## config.mk

```make
export PLATFORM = sky130hd
export DESIGN_NAME = led_seq_ctrl
export DESIGN_NICKNAME = d
export VERILOG_FILES = /design/src/rtl/led_seq_pkg.sv /design/src/rtl/led_seq_ctrl_tick_gen.sv /design/src/rtl/led_seq_ctrl.sv
export SDC_FILE = /design/constraint.sdc
export NUM_CORES = 1
export LEC_CHECK = 0
export ABC_AREA = 1
export BUFFER_PORTS_ARGS = -buffer_cell sky130_fd_sc_hd__buf_2
export CAP_MARGIN = 10
export CORE_ASPECT_RATIO = 0.6
export CORE_MARGIN = 8
export CORE_UTILIZATION = 42
export CTS_CLUSTER_SIZE = 8
export DETAILED_ROUTE_END_ITERATION = 7
export PLACE_DENSITY = 0.79
export SYNTH_ARGS = -nofsm -noshare
export SYNTH_HDL_FRONTEND = slang
export SYNTH_SLANG_ARGS = --single-unit
```

## constraint.sdc

```tcl
create_clock -name clk -period 2.15 [get_ports clk]
set_input_delay 0.215 -clock clk [delete_from_list [all_inputs] [get_ports clk]]
set_output_delay 0.215 -clock clk [all_outputs]
set_load 0.03 [all_outputs]
```

## src/rtl/led_seq_pkg.sv

```systemverilog
// Shared types and field layout for the LED pattern sequencer.
package led_seq_pkg;

  typedef enum logic [1:0] {
    IDLE = 2'd0,
    SHOW = 2'd1,
    DONE = 2'd2
  } state_t;

  localparam int WORD_W    = 32;
  localparam int PAT_LSB   = 0;
  localparam int DWELL_LSB = 8;
  localparam int DWELL_W   = 16;
  localparam int DUTY_LSB  = 24;
  localparam int DUTY_W    = 8;

  localparam int ST_BUSY_BIT = 0;
  localparam int ST_DONE_BIT = 1;
  localparam int ST_STEP_LSB = 4;

  function automatic logic [WORD_W-1:0] pack_status(input logic [2:0] step,
                                                    input logic       sticky,
                                                    input logic       busy);
    logic [WORD_W-1:0] s;
    s = '0;
    s[ST_STEP_LSB +: 3] = step;
    s[ST_DONE_BIT]      = sticky;
    s[ST_BUSY_BIT]      = busy;
    return s;
  endfunction

endpackage

```

## src/rtl/led_seq_ctrl_tick_gen.sv

```systemverilog
// Prescaler for the LED sequencer: counts 0..terminal while enabled, ticking on terminal count.
module led_tick_gen #(
  parameter int W = 16
) (
  input  logic         clk,
  input  logic         rst,
  input  logic         clear,
  input  logic         en,
  input  logic [W-1:0] terminal,
  output logic         tick
);

  logic [W-1:0] cnt_q, cnt_d;

  assign tick = en && (cnt_q == terminal);

  always_comb begin
    cnt_d = cnt_q;
    if (clear) begin
      cnt_d = '0;
    end else if (en) begin
      cnt_d = tick ? '0 : cnt_q + {{(W-1){1'b0}}, 1'b1};
    end else begin
      cnt_d = cnt_q;
    end
  end

  always_ff @(posedge clk or posedge rst) begin
    if (rst) cnt_q <= '0;
    else     cnt_q <= cnt_d;
  end

endmodule

```

## src/rtl/led_seq_ctrl.sv

```systemverilog
// LED pattern sequencer: steps through up to 8 table words, each held for a dwell time.
// Optional PWM dimming from the per-step duty field when LED_PWM_EN is defined.
module led_seq_ctrl
  import led_seq_pkg::*;
#(
  parameter int LED_WIDTH          = 4,
  parameter int C_S_AXI_DATA_WIDTH = 32,
  parameter int NUM_STEPS          = 8,
  parameter int PRESCALE_W         = 16
) (
  input  logic                                    clk,
  input  logic                                    reset,
  input  logic                                    ctrl_start,
  input  logic                                    ctrl_stop,
  input  logic                                    cfg_loop,
  input  logic [2:0]                              cfg_len,
  input  logic [PRESCALE_W-1:0]                   cfg_prescale,
  input  logic [NUM_STEPS*C_S_AXI_DATA_WIDTH-1:0] pat_tbl,
  output logic [LED_WIDTH-1:0]                    led,
  output logic                                    busy,
  output logic                                    done,
  output logic [C_S_AXI_DATA_WIDTH-1:0]           status
);

  state_t                 state_q, state_d;
  logic [2:0]             step_q, step_d;
  logic [2:0]             len_q, len_d;
  logic                   loop_q, loop_d;
  logic [PRESCALE_W-1:0]  prescale_q, prescale_d;
  logic [DWELL_W-1:0]     dwell_q, dwell_d;
  logic [LED_WIDTH-1:0]   pat_q, pat_d;
  logic                   busy_q, busy_d;
  logic                   done_q, done_d;
  logic                   sticky_q, sticky_d;

  logic                   start_s;
  logic                   tick_s;
  logic                   load_s;
  logic [2:0]             load_idx_s;
  int                     load_base_s;

  assign start_s     = ctrl_start && !ctrl_stop && (state_q == IDLE);
  assign load_base_s = int'(load_idx_s) * C_S_AXI_DATA_WIDTH;

  led_tick_gen #(.W(PRESCALE_W)) u_tick (
    .clk      (clk),
    .rst      (reset),
    .clear    (start_s),
    .en       (state_q == SHOW),
    .terminal (prescale_q),
    .tick     (tick_s)
  );

  always_comb begin
    state_d    = state_q;
    step_d     = step_q;
    len_d      = len_q;
    loop_d     = loop_q;
    prescale_d = prescale_q;
    dwell_d    = dwell_q;
    pat_d      = pat_q;
    sticky_d   = sticky_q;
    load_s     = 1'b0;
    load_idx_s = step_q;

    case (state_q)
      IDLE: begin
        if (ctrl_stop) begin
          pat_d = '0;
        end else if (ctrl_start) begin
          state_d    = SHOW;
          len_d      = cfg_len;
          loop_d     = cfg_loop;
          prescale_d = cfg_prescale;
          sticky_d   = 1'b0;
          load_s     = 1'b1;
          load_idx_s = 3'd0;
        end else begin
          state_d = IDLE;
        end
      end
      SHOW: begin
        if (ctrl_stop) begin
          state_d = IDLE;
          pat_d   = '0;
        end else if (tick_s && (dwell_q <= 16'd1)) begin
          // A dwell of 0 falls into this branch too, so it behaves like 1.
          if (step_q != len_q) begin
            load_s     = 1'b1;
            load_idx_s = step_q + 3'd1;
          end else if (loop_q) begin
            load_s     = 1'b1;
            load_idx_s = 3'd0;
          end else begin
            state_d  = DONE;
            sticky_d = 1'b1;
          end
        end else if (tick_s) begin
          dwell_d = dwell_q - 16'd1;
        end else begin
          dwell_d = dwell_q;
        end
      end
      DONE: begin
        state_d = IDLE;
        if (ctrl_stop) begin
          pat_d = '0;
        end else begin
          pat_d = pat_q;
        end
      end
      default: begin
        state_d = IDLE;
        pat_d   = '0;
      end
    endcase

    if (load_s) begin
      step_d  = load_idx_s;
      pat_d   = pat_tbl[load_base_s + PAT_LSB +: LED_WIDTH];
      dwell_d = pat_tbl[load_base_s + DWELL_LSB +: DWELL_W];
    end else begin
      step_d = step_q;
    end

    busy_d = (state_d == SHOW);
    done_d = (state_d == DONE);
  end

  always_ff @(posedge clk or posedge reset) begin
    if (reset) begin
      state_q    <= IDLE;
      step_q     <= 3'd0;
      len_q      <= 3'd0;
      loop_q     <= 1'b0;
      prescale_q <= '0;
      dwell_q    <= '0;
      pat_q      <= '0;
      busy_q     <= 1'b0;
      done_q     <= 1'b0;
      sticky_q   <= 1'b0;
    end else begin
      state_q    <= state_d;
      step_q     <= step_d;
      len_q      <= len_d;
      loop_q     <= loop_d;
      prescale_q <= prescale_d;
      dwell_q    <= dwell_d;
      pat_q      <= pat_d;
      busy_q     <= busy_d;
      done_q     <= done_d;
      sticky_q   <= sticky_d;
    end
  end

`ifdef LED_PWM_EN
  logic [DUTY_W-1:0]    duty_q, duty_d;
  logic [DUTY_W-1:0]    pwm_cnt_q, pwm_cnt_d;
  logic [LED_WIDTH-1:0] led_q, led_d;

  always_comb begin
    pwm_cnt_d = pwm_cnt_q + 8'd1;
    if (load_s) duty_d = pat_tbl[load_base_s + DUTY_LSB +: DUTY_W];
    else        duty_d = duty_q;
    led_d = pat_d & {LED_WIDTH{pwm_cnt_d < duty_d}};
  end

  always_ff @(posedge clk or posedge reset) begin
    if (reset) begin
      duty_q    <= '0;
      pwm_cnt_q <= '0;
      led_q     <= '0;
    end else begin
      duty_q    <= duty_d;
      pwm_cnt_q <= pwm_cnt_d;
      led_q     <= led_d;
    end
  end

  assign led = led_q;
`else
  assign led = pat_q;
`endif

  assign busy   = busy_q;
  assign done   = done_q;
  assign status = C_S_AXI_DATA_WIDTH'(pack_status(step_q, sticky_q, busy_q));

endmodule

```

==> reports/summary.log <==
qor: global_routing.grt_antenna_before_repair 4
qor: route.drt.antenna.violating_nets 0
qor: pwr.p_leak 4.95 nW
qor: floorplan.row_count 33
qor: pwr.power_density 576 nW/um^2
qor: synthesis.area_leader_netlist sky130_fd_sc_hd__dfrtp_1
qor: synthesis.synth_largest_type_area_fraction 27.0%
qor: route.drt_drc_violations_left 0
qor: critical_path.crit_cells 17
qor: sta.fin_crit_sh 114%
qor: pwr.vdd.ir_drop.worst 0.449 mV
qor: floorplan.core-area 13700 sq um
qor: sta.grt_setup_unrepaired yes
qor: run_status.run_status complete, but fails checks
qor: floorplan.die_h 108 microns
qor: sta.period_minus_slack 2.45 ns
qor: run_status.failed_checks negative setup slack
qor: synthesis.ys_ff_latch 64
qor: critical_path.path_class reg -> reg
qor: critical_path.reg2reg_to dwell_q[14]
qor: sta.setup-violations-final 20
qor: min_path.worstHoldEndpoint prescale_q[10]
qor: synthesis.yosys_warnings 0
qor: route.drt_iter0_drc 702
qor: floorplan.initial_utilization 43.2%
qor: synthesis.mappedNetlistArea 5940 sq um
qor: finish.final-instance-count-excl-fill 1497
qor: min_path.holdPathStages 3
qor: critical_path.rrSetupSlack -0.30 ns
qor: synthesis.synth_sequential_area_ratio 27.0%
qor: critical_path.worst_setup_path_end_kind register
qor: route.detail_route.first_pass.iterations 5
qor: synthesis.synth-edff-count 0
qor: synthesis.syn_area_per_cell 5.99 sq um
qor: sta.fmaxAchievable 408 MHz
qor: pwr.clockPowerShare 33.1%
qor: finish.num-nets-final 1583
qor: critical_path.critical-path-top-cell-by-count sky130_fd_sc_hd__nand2_1
qor: critical_path.cp.buffers_inverters 4
qor: cts.tritoncts_num_sinks 64
qor: min_path.min_path_type in -> reg
qor: place.place_congestion 0.902
qor: floorplan.io-pin-count 318
qor: synthesis.yosysUniqueCellTypes 35
qor: critical_path.rr_startpoint u_tick.cnt_q[9]
qor: global_routing.grt_start_max_net_pins 65
qor: sta.fin_worst_skew 0.0112 ns
qor: cts.clkTransAtPathRegs 0.06 ns
qor: critical_path.timing.critical_path.slowest_cell_delay 0.42 ns
qor: sta.finalHoldWorstSlack 0.0789 ns
qor: sta.hold_violations 0
qor: critical_path.cp-start-kind register
qor: cts.clock_insertion_delay_worst_skew 0.34 ns
qor: cts.cts_tree yes
qor: floorplan.die_area 18300 sq um
qor: cts.root_buffer_master sky130_fd_sc_hd__clkbuf_16
qor: pwr.power.internal 0.00346 W
qor: global_routing.grt.total_usage 22.0%
qor: cts.cts_buffers 9
qor: place.io_buffer_count 194
qor: run.drv_cap 0
qor: critical_path.worst_path_dominant_cell_family simple AND/OR/NAND/NOR gates
qor: cts.cts.htree.levels 3
qor: finish.post_route_cells_drive_above_1_share 34.2%
qor: synthesis.leading_post_synthesis_cells_by_cell_area sky130_fd_sc_hd__dfrtp_1, sky130_fd_sc_hd__nand2_1, sky130_fd_sc_hd__nand3_1
qor: route.routed_wirelength 22.2 mm
qor: pwr.power.switching 0.00168 W
qor: place.placed_cells 1457
qor: global_routing.grt_first_pass_wirelength 33.0 mm
qor: route.route.detailed.vias_per_inst 5.02
qor: floorplan.die_w 170 microns
qor: route.detail_route.wl_per_cell 14.9 microns
qor: place.detailedPlacementHpwl 16.0 mm
qor: route.detailroute.via_count 7508
qor: critical_path.critPathMaxFanout 8
qor: synthesis.postSynth.asyncResetShare 100%
qor: synthesis.synth-main-ff-cell sky130_fd_sc_hd__dfrtp_1
qor: pwr.combPwrFrac 36.6%
qor: sta.timing_max_transition_violations_final 0
qor: critical_path.worstPathCellList nand2_1, o21ai_1, nor2_1, nand3b_1, nor3_2, buf_4, nand3b_1, nand2_4, nor2_4, buf_12, buf_16, nand3_2, nand2_1, nand2_1, nand3_1, nand2_1, inv_1
qor: finish.area_growth 50.1%
qor: sta.fin_ws -0.302 ns
qor: pwr.pwr-share-seq 30.4%
qor: cts.clock_path_buffers 2
qor: critical_path.worstPathArrival 2.68 ns
qor: global_routing.vias_in_the_first_global_route 6764
qor: pwr.switching_share 32.7%
qor: synthesis.post_synth_inst_count 991
qor: critical_path.rr_worst_depth 17
qor: critical_path.worst-endpoint-required 2.38 ns
qor: min_path.worst_hold_startpoint cfg_prescale[10]
qor: global_routing.globalRouteOverflowTotal 0
qor: critical_path.slowest_stage sky130_fd_sc_hd__dfrtp_1
-- power by group through the flow --
| stage | Sequential, W | Clock [W] | Combinational, W |
|---|---|---|---|
| 4_1_cts | 0.00155 | 0.00172 | 0.00172 |
| 2_1_floorplan | 0.00157 | 0 | 0.000891 |
| 5_1_grt | 0.00159 | 0.00180 | 0.00209 |
| 3_3_place_gp | 0.00155 | 0 | 0.00160 |
| 6_report | 0.00156 | 0.00170 | 0.00188 |
| 3_5_place_dp | 0.00156 | 0 | 0.00164 |
-- through the flow --
stage	util, %	area (sq um)	setup TNS [ns]	worst slack, ns	total power, W
floorplan	-	6040	0	0.00696	0.00246
global placement	57.2	7870	-3.21	-0.233	0.00316
detailed placement	57.2	7870	-4.76	-0.310	0.00320
CTS	61.1	8400	-3.82	-0.236	0.00499
global route	64.8	8920	-8.07	-0.453	0.00548
finish	64.8	8920	-4.52	-0.302	0.00514
-- layout make-up --
type,instances,area (sq um)
timing repair buffer,344,2380
clock inverter,5,104
tap,192,240
antenna,1,2.50
fill,1184,4830
sequential,64,1610
inverter,177,677
multi-input combinational,703,3660
clock buffer,11,243
-- cells by family after synthesis --
group	count (synthesis)	synth area share (%)
buf+inv	250	19.0
fa+ha+maj	4	0.842
other cells	1	0.0631
flops	64	27.0
xor+xnor	12	1.77
compound gates	72	6.89
simple gates	588	44.5
-- routing by layer --
layer | vias up | wire (microns) | GRT usage (%)
li1 | 3656 | - | -
met5 | - | 34 | 0
met2 | 375 | 9840 | 33.7
met4 | 6 | 261 | 3.08
met3 | 37 | 2530 | 6.44
met1 | 3434 | 9560 | 30.8
-- repair_timing --
item	CTS	global route
gates resized for setup	21	84
setup buffers	7	10
hold buffers	1	0
endpoints found under the setup margin	23	25
pin swaps	1	32
cloned	1	4
endpoints found under the hold margin	27	0
-- synth_stat cells (2+ instances only) --
cell	n
sky130_fd_sc_hd__a21oi_1	11
sky130_fd_sc_hd__a31oi_1	10
sky130_fd_sc_hd__buf_1	5
sky130_fd_sc_hd__buf_2	21
sky130_fd_sc_hd__buf_4	35
sky130_fd_sc_hd__buf_6	4
sky130_fd_sc_hd__clkbuf_1	8
sky130_fd_sc_hd__clkinv_1	2
sky130_fd_sc_hd__dfrtp_1	64
sky130_fd_sc_hd__ha_1	4
sky130_fd_sc_hd__inv_1	172
sky130_fd_sc_hd__inv_2	3
sky130_fd_sc_hd__nand2_1	328
sky130_fd_sc_hd__nand2_2	2
sky130_fd_sc_hd__nand3_1	137
sky130_fd_sc_hd__nand3_2	2
sky130_fd_sc_hd__nand3b_1	52
sky130_fd_sc_hd__nand4_1	7
sky130_fd_sc_hd__nor2_1	43
sky130_fd_sc_hd__nor3_1	12
sky130_fd_sc_hd__o211ai_1	4
sky130_fd_sc_hd__o21ai_0	36
sky130_fd_sc_hd__o22ai_1	5
sky130_fd_sc_hd__o32ai_1	2
sky130_fd_sc_hd__or2_2	2
sky130_fd_sc_hd__xnor2_1	6
sky130_fd_sc_hd__xor2_1	6
-- worst register-to-register path: cells and delay by family, from the launching register on --
kind	cells	cell delay, ns
and+or+nand+nor	12	1.34
buffers and inverters	4	0.50
AOI/OAI and AO/OA	1	0.08
DFF	1	0.42
-- layout by cell type, fill, tap and decap left out, drive strengths merged, types with 2 or more instances in the layout --
cell type    n
buf        339
nand2      330
inv        174
nand3      139
dfrtp       64
nand3b      52
nor2        45
o21ai       36
conb        27
clkbuf      15
nor3        13
a21oi       11
a31oi       10
nand4        7
xor2         6
xnor2        6
o22ai        5
clkinv       5
o211ai       4
ha           4
bufinv       3
or2          2
o32ai        2
-- registers in the layout, indices dropped and copies added, names as in the netlist --
register      count
done              1
loop_q            1
dwell_q          16
step_q            3
state_q           2
busy              1
prescale_q       16
sticky_q          1
len_q             3
led               4
u_tick.cnt_q     16
-- how the worst max path moves through the flow --
stage | startpoint | to | slack (ns)
6_report | u_tick.cnt_q[9] | dwell_q[14] | -0.30
5_1_grt | dwell_q[0] | dwell_q[10] | -0.45
4_1_cts | dwell_q[1] | dwell_q[10] | -0.24
3_5_place_dp | dwell_q[0] | dwell_q[1] | -0.31
3_3_place_gp | dwell_q[0] | dwell_q[1] | -0.23
2_1_floorplan | step_q[2] | dwell_q[10] | 0.007
Note: power is estimated with default switching activity, not from simulation.
